`config.mk`:
```
export PLATFORM = sky130hd
export DESIGN_NAME = tooth_period_capture
export DESIGN_NICKNAME = d
export VERILOG_FILES = /design/src/rtl/hwag_pkg.sv /design/src/rtl/edge_sync.sv /design/src/rtl/tooth_period_capture.sv
export SDC_FILE = /design/constraint.sdc
export NUM_CORES = 1
export LEC_CHECK = 0
export CORE_ASPECT_RATIO = 1.4
export CORE_MARGIN = 2
export CORE_UTILIZATION = 50
export CTS_CLUSTER_DIAMETER = 150
export DETAILED_ROUTE_END_ITERATION = 8
export PLACE_DENSITY = 0.77
export SYNTH_ARGS = -nofsm -noshare
export SYNTH_HDL_FRONTEND = slang
export SYNTH_SLANG_ARGS = --single-unit
export TNS_END_PERCENT = 1
```
`constraint.sdc`:
```
create_clock -name clk -period 3 [get_ports clk]
set_clock_uncertainty 0.05 [all_clocks]
set_input_delay 0.45 -clock clk [delete_from_list [all_inputs] [get_ports clk]]
set_output_delay 0.45 -clock clk [all_outputs]
set_load 0.01 [all_outputs]
```
`src/rtl/hwag_pkg.sv`:
```
// hwag_pkg: shared types and constants for the HWAG tooth-capture logic.
package hwag_pkg;
    typedef enum logic {WAIT_FIRST, MEASURE} state_t;
    localparam int GAP_SHIFT = 1;
endpackage

```
`src/rtl/edge_sync.sv`:
```
// edge_sync: multi-flop synchronizer with a selectable rising/falling edge detector.
module edge_sync #(
    parameter int STAGES = 2
) (
    input  logic clk,
    input  logic arst,
    input  logic srst,
    input  logic d,
    input  logic edge_sel,
    output logic edge_pulse
);
    logic [STAGES-1:0] sync;
    logic dly;
    always_ff @(posedge clk or negedge arst) begin
        if (!arst) begin
            sync <= '0;
            dly  <= 1'b0;
        end else if (srst) begin
            sync <= '0;
            dly  <= 1'b0;
        end else begin
            sync <= {sync[STAGES-2:0], d};
            dly  <= sync[STAGES-1];
        end
    end
    assign edge_pulse = edge_sel ? (dly & ~sync[STAGES-1]) : (~dly & sync[STAGES-1]);
endmodule

```
`src/rtl/tooth_period_capture.sv`:
```
// tooth_period_capture: measures clk cycles between active tooth edges,
// flags the reference gap and hands periods over with a valid/ack handshake.
module tooth_period_capture
    import hwag_pkg::*;
#(
    parameter int WIDTH       = 24,
    parameter int SYNC_STAGES = 2
) (
    input  logic             clk,
    input  logic             arst,
    input  logic             srst,
    input  logic             ena,
    input  logic             cap_in,
    input  logic             edge_sel,
    input  logic             ack,
    output logic [WIDTH-1:0] period,
    output logic [WIDTH-1:0] period_prev,
    output logic             valid,
    output logic             lost,
    output logic             gap,
    output logic             stall
);
    localparam logic [WIDTH-1:0] CNT_MAX = '1;
    state_t           state;
    logic [WIDTH-1:0] cnt;
    logic             prev_ok;
    logic             edge_pulse;
    logic [WIDTH:0]   limit;
    logic             gap_next;
    edge_sync #(.STAGES(SYNC_STAGES)) u_edge_sync (
        .clk        (clk),
        .arst       (arst),
        .srst       (srst),
        .d          (cap_in),
        .edge_sel   (edge_sel),
        .edge_pulse (edge_pulse)
    );
    // One extra bit keeps 1.5x the old period from wrapping near full scale.
    assign limit    = {1'b0, period} + {1'b0, period >> GAP_SHIFT};
    assign gap_next = prev_ok & ({1'b0, cnt} > limit);
    always_ff @(posedge clk or negedge arst) begin
        if (!arst) begin
            state       <= WAIT_FIRST;
            cnt         <= '0;
            prev_ok     <= 1'b0;
            period      <= '0;
            period_prev <= '0;
            valid       <= 1'b0;
            lost        <= 1'b0;
            gap         <= 1'b0;
            stall       <= 1'b0;
        end else if (srst) begin
            state       <= WAIT_FIRST;
            cnt         <= '0;
            prev_ok     <= 1'b0;
            period      <= '0;
            period_prev <= '0;
            valid       <= 1'b0;
            lost        <= 1'b0;
            gap         <= 1'b0;
            stall       <= 1'b0;
        end else begin
            if (ack && valid) begin
                valid <= 1'b0;
                lost  <= 1'b0;
            end
            if (ena) begin
                if (state == WAIT_FIRST) begin
                    if (edge_pulse) begin
                        cnt   <= WIDTH'(1);
                        state <= MEASURE;
                        stall <= 1'b0;
                    end
                end else if (edge_pulse) begin
                    period      <= cnt;
                    period_prev <= period;
                    cnt         <= WIDTH'(1);
                    valid       <= 1'b1;
                    lost        <= valid & ~ack;
                    gap         <= gap_next;
                    prev_ok     <= 1'b1;
                end else if (cnt == CNT_MAX) begin
                    stall   <= 1'b1;
                    state   <= WAIT_FIRST;
                    prev_ok <= 1'b0;
                end else begin
                    cnt <= cnt + 1'b1;
                end
            end
        end
    end
endmodule

```
-- Word-level counts from Yosys, hierarchy flattened
Cells that the tools add are included.
- bits in latches: 0
- memory bits (read-only): 0
- memories: 0
- output and inout port bits: 52
- memory bits (writable): 0
- bits of input ports: 7
- register bits after elaboration: 81
- logic and storage cells: 82
- order comparisons: 1
- divide/modulo/power cells: 0
- equality and inequality tests: 3
- reduce and logical (&&, ||, !) cells: 10
- multiply operators: 0
- add/sub/neg operators: 2
- muxes and demuxes: 48
- shift operators: 0
- bitwise gates (word level): 7
- operator list (cell ; number):
    $mux W24 ; 14
    $mux W1 ; 33
    $add A24 B23 Y25 ; 1
    $gt A24 B25 Y1 ; 1
    $add A24 B1 Y24 const B ; 1
    $eq A24 B24 Y1 const B ; 1
    $reduce_and A3 Y1 ; 3
    $ne A3 B3 Y1 const B ; 2
    $reduce_bool A2 Y1 ; 3
    $reduce_bool A3 Y1 ; 2
    $and A1 B1 Y1 ; 4
    $reduce_and A4 Y1 ; 1
    $not A1 Y1 ; 3
    $mux W2 ; 1
    $logic_and A1 B1 Y1 ; 1

-- Longest topological paths before layout
- depth in word-level cells: 7
- gate-level depth with buffers: 15
- depth with buffers taken out: 15

-- Modules after synthesis
From an unflattened synthesis, not the netlist that was laid out.
- cell total of the unflattened synthesis: 609
- area, all modules: 5243.8 um2
- modules (own cells, without submodules) (module ; area an instance (um2) ; seq. area each (um2) ; instances ; cells an instance):
    tooth_period_capture ; 5127.4 ; 1951.9 ; 1 ; 600
    edge_sync ; 116.4 ; 75.1 ; 1 ; 9

-- Least setup slack after synthesis
No wires, ideal clock.
- kind: register to register
- start point: reg period[1]
- end point: reg gap
- setup slack: -0.297 ns
- period minus slack after synthesis: 3.297 ns
- data required time: 2.855 ns
- arrival: 3.152 ns
- path buffers: 0
- stages on the path, launching flop included: 16
- setup time: 0.095 ns
- path through: dfrtp_1 -> ha_1 -> fa_1 -> a211oi_1 -> nor2_1 -> o211ai_1 -> and2_1 -> nand2_1 -> o311a_1 -> ha_1 -> nand4_1 -> nor2_1 -> o2111ai_1 -> o211ai_1 -> a21oi_1 -> o31ai_1
- cells in the longest elaborated chain, start to end: 7
- RTL lines (what ; RTL line ; text):
    start: declaration ; tooth_period_capture.sv:16 ; output logic [WIDTH-1:0] period,
    start signal: assignment ; tooth_period_capture.sv:75 ; period <= cnt;
    $add A24 B23 Y25 ; tooth_period_capture.sv:39 ; assign limit = {1'b0, period} + {1'b0, period >> GAP_SHIFT};
    $gt A24 B25 Y1 ; tooth_period_capture.sv:40 ; assign gap_next = prev_ok & ({1'b0, cnt} > limit);
    $and A1 B1 Y1 ; tooth_period_capture.sv:40 ;
    $mux W1 ; tooth_period_capture.sv:74 ; end else if (edge_pulse) begin
    $mux W1 ; tooth_period_capture.sv:68 ; if (state == WAIT_FIRST) begin
    $mux W1 ; tooth_period_capture.sv:67 ; if (ena) begin
    $mux W1 ; tooth_period_capture.sv:52 ; end else if (srst) begin
    end signal: assignment ; tooth_period_capture.sv:80 ; gap <= gap_next;
    end: declaration ; tooth_period_capture.sv:20 ; output logic gap,
No other way between the ends. The select of a mux whose other input is x is not followed.
A chain may end at the register's enable or synchronous reset.

-- Final worst setup path
Same ends and word-level chain as after synthesis.

==> flow_summary.toml <==
[grt]
grt.total_usage = 0.2791
grt_pass1_wl_mm = 25.98
grt_max_degree = 57
overflow = 0
antenna_found_initial = 0
grt_pass1_vias = 5377

[synth]
synth_top_cell_by_area = "dfrtp_1"
synth_cells = 616
synth_nets = 674
synth_cell_types = 54
yosysTopAreaCellShare = 0.3774
ys_seq_elements = 81
synth_area_um2 = 5370
ys_top_cells_by_area = "dfrtp_1, ha_1, nand2_1"
synth-edff-count = 0
synth_area_per_cell_um2 = 8.718
ys.warnings.count = 0
ys_seq_area_frac = 0.3774
synthArstFlopShare = 1.000
ys.flop_type = "dfrtp_1"

[clocking]
cts_tree = "built"
clk_pin_slew_ns = 0.06
cts_buffers = 9
clk_path_buf_depth = 2
postCtsHoldBufs = 0
clock_latency_ns = 0.34
cts-root-buf = "clkbuf_16"
clkSinkCount = 81
h-tree-depth = 3

[setup_path]
cp-startpoint = "period[1]$_DFFE_PN0P_"
crit_slowest_cell = "dfrtp_2"
crit_chain = "ha_4 > fa_2 > a211oi_2 > nor2_2 > o211ai_1 > and2_4 > nand2_2 > o311a_1 > ha_4 > nand4_1 > nor2_2 > o2111ai_1 > o211ai_1 > a21oi_1 > o31ai_1"
endpoint_kind = "flop"
r2r_cells = 15
rr_startpoint = "period[1]$_DFFE_PN0P_"
crit_type = "reg -> reg"
worstPathArrival_ns = 3.51
critPathMaxStageDelay_ns = 0.45
crit_required_ns = 3.20
critPathLaunchType = "flop"
worst-path-max-fanout = 4

[floorplan]
die_width_um = 91.59
die_height_um = 126.6
fp.coreArea_um2 = 10410
die_area_um2 = 11600
design.portCount = 59
rows = 44
initial_utilization = 0.5161

[finish]
layout_common_cells = "nand2_1, buf_4, a21oi_1"
n_antenna_cell = 0
fin_util = 0.6904
final_area_um2 = 7183
layout-drive-gt1-share = 0.1944
area_growth_pct = 33.76
instances_no_fill = 894
mostFrequentLayoutCell = "nand2_1"
layout.nets = 809

[detailed_routing]
routedWlPerCell_um = 17.18
drc = 0
vias = 5167
via_per_inst = 5.780
ant_nets = 0
drt-initial-drc-count = 293
dr.pass1.iters = 5
wl_mm = 15.36

[placement]
place_area_um2 = 6725
place_congestion = 0.9604
dp_hpwl_mm = 11.23
portBuffers = 58
dpl.cell_count = 877

[timing]
fin_ws_ns = -0.3088
rsz0062_at_grt = "yes"
setup_viol = 1
finalCritPeriodShare = 1.103
max_clock_freq_mhz = 302.2
slew-limit-headroom = 0.5500
fin_crit_ns = 3.309
tightestPinTransition_ns = 0.6749
drv_slew = 0
hold_viol = 0
setup_tns_ns = -0.3088

[pwr]
vdd_drop_max_mv = 0.2563
p_per_area_nw_per_um2 = 345.4
finalPower_mw = 2.481
leakagePower_nw = 3.173

[job]
cap_viol_max_count = 0

[status]
failed_checks = "negative setup slack"
status = "complete, but fails checks"

[min_path]
min-delay-path-class = "in -> async"
## metal layers
layer / up-vias / wire length [µm] / share of wire / global-route usage
li1: 2466 / - / - / -
met1: 2480 / 6020 / 0.39 / 0.3128
met2: 165 / 7886 / 0.51 / 0.4996
met3: 56 / 727 / 0.047 / 0.05226
met4: 0 / 724 / 0.047 / 0.1444
met5: - / 0 / 0 / 0
## where the power goes
group	switching, mW	internal (mW)	leakage, nW	total (mW)
registers	0.00194	1.10	1.13	1.10
clock network	0.446	0.861	0.173	1.31
logic	0.0583	0.0185	1.87	0.0768
total	0.507	1.97	3.17	2.48
## kinds of logic after synthesis
group,count (synthesis),share of synthesized area
xor+xnor,37,0.06034
flops,81,0.3774
mux,1,0.001864
buf+inv,38,0.03169
fa+ha+maj,51,0.1202
compound gates,166,0.1939
simple gates,242,0.2146
## flip-flops by register name, indices dropped and copies added, names as in the netlist
signal,flops
cnt,24
period,24
period_prev,24
u_edge_sync.sync,2
gap,1
lost,1
prev_ok,1
stall,1
state,1
u_edge_sync.dly,1
valid,1
## path summary, 6_finish.rpt
kind / to / slack, ns
max in group asynchronous: period[11]$_DFFE_PN0P_ / 2.09
min in group clk: u_edge_sync.sync[1]$_DFF_PN0_ / 0.42
worst max register to register: gap$_DFFE_PN0P_ / -0.31
worst min-delay path: cnt[18]$_DFFE_PN0P_ / 0.1
worst max-delay path: gap$_DFFE_PN0P_ / -0.31
worst min register to register: u_edge_sync.sync[1]$_DFF_PN0_ / 0.42
## synth_stat cells (2+ instances only)
master	count
a2111oi_0	3
a211oi_1	6
a21boi_1	2
a21o_1	12
a21oi_1	84
a311oi_1	2
a31oi_1	3
and2_1	5
and3_1	6
and4_1	4
and4_4	2
buf_6	3
clkbuf_1	20
dfrtp_1	81
ha_1	50
inv_1	13
nand2_1	121
nand2b_1	2
nand3_1	22
nand3_2	2
nand3b_1	2
nand4_1	11
nor2_1	37
nor2b_1	5
nor3_1	7
nor3_2	6
nor3b_1	4
nor3b_2	2
nor4_1	2
o211ai_1	10
o21ai_0	18
o21ai_1	4
o21bai_1	6
o31ai_1	2
o41ai_1	2
or3_1	2
xnor2_1	20
xor2_1	17
## cell type report
cell class / count / area, µm²
Sequential cell: 81 / 2029
Clock buffer: 12 / 256.5
Tap cell: 138 / 172.7
Inverter: 13 / 48.80
Fill cell: 833 / 3222
Multi-Input combinational cell: 497 / 3308
Clock inverter: 4 / 98.84
Timing Repair Buffer: 149 / 1269
## what timing repair did
action	4_1_cts	5_1_grt
pin swaps	10	0
setup buffers	1	0
gates resized for setup	14	5
gates cloned	0	0
setup endpoints to repair	1	1
## metrics by stage
| stage | hold WS [ns] | setup WS, ns |
|---|---|---|
| finish | 0.09590 | -0.3088 |
| global placement | 0.3987 | -0.2714 |
| CTS | 0.1140 | -0.2409 |
| detailed placement | 0.4108 | -0.3402 |
| global route | 0.1493 | -0.5234 |
| floorplan | 0.1044 | -0.1450 |
## worst max-delay path, delay by kind of cell, from the launching register on
kind	cells	cell delay (ns)
AND/OR/NAND/NOR	5	0.57
AO/OA/AOI/OAI	7	1.31
adder cells (fa/ha/maj)	3	0.81
flip-flops	1	0.45
Power figures use the tool's default switching activity.
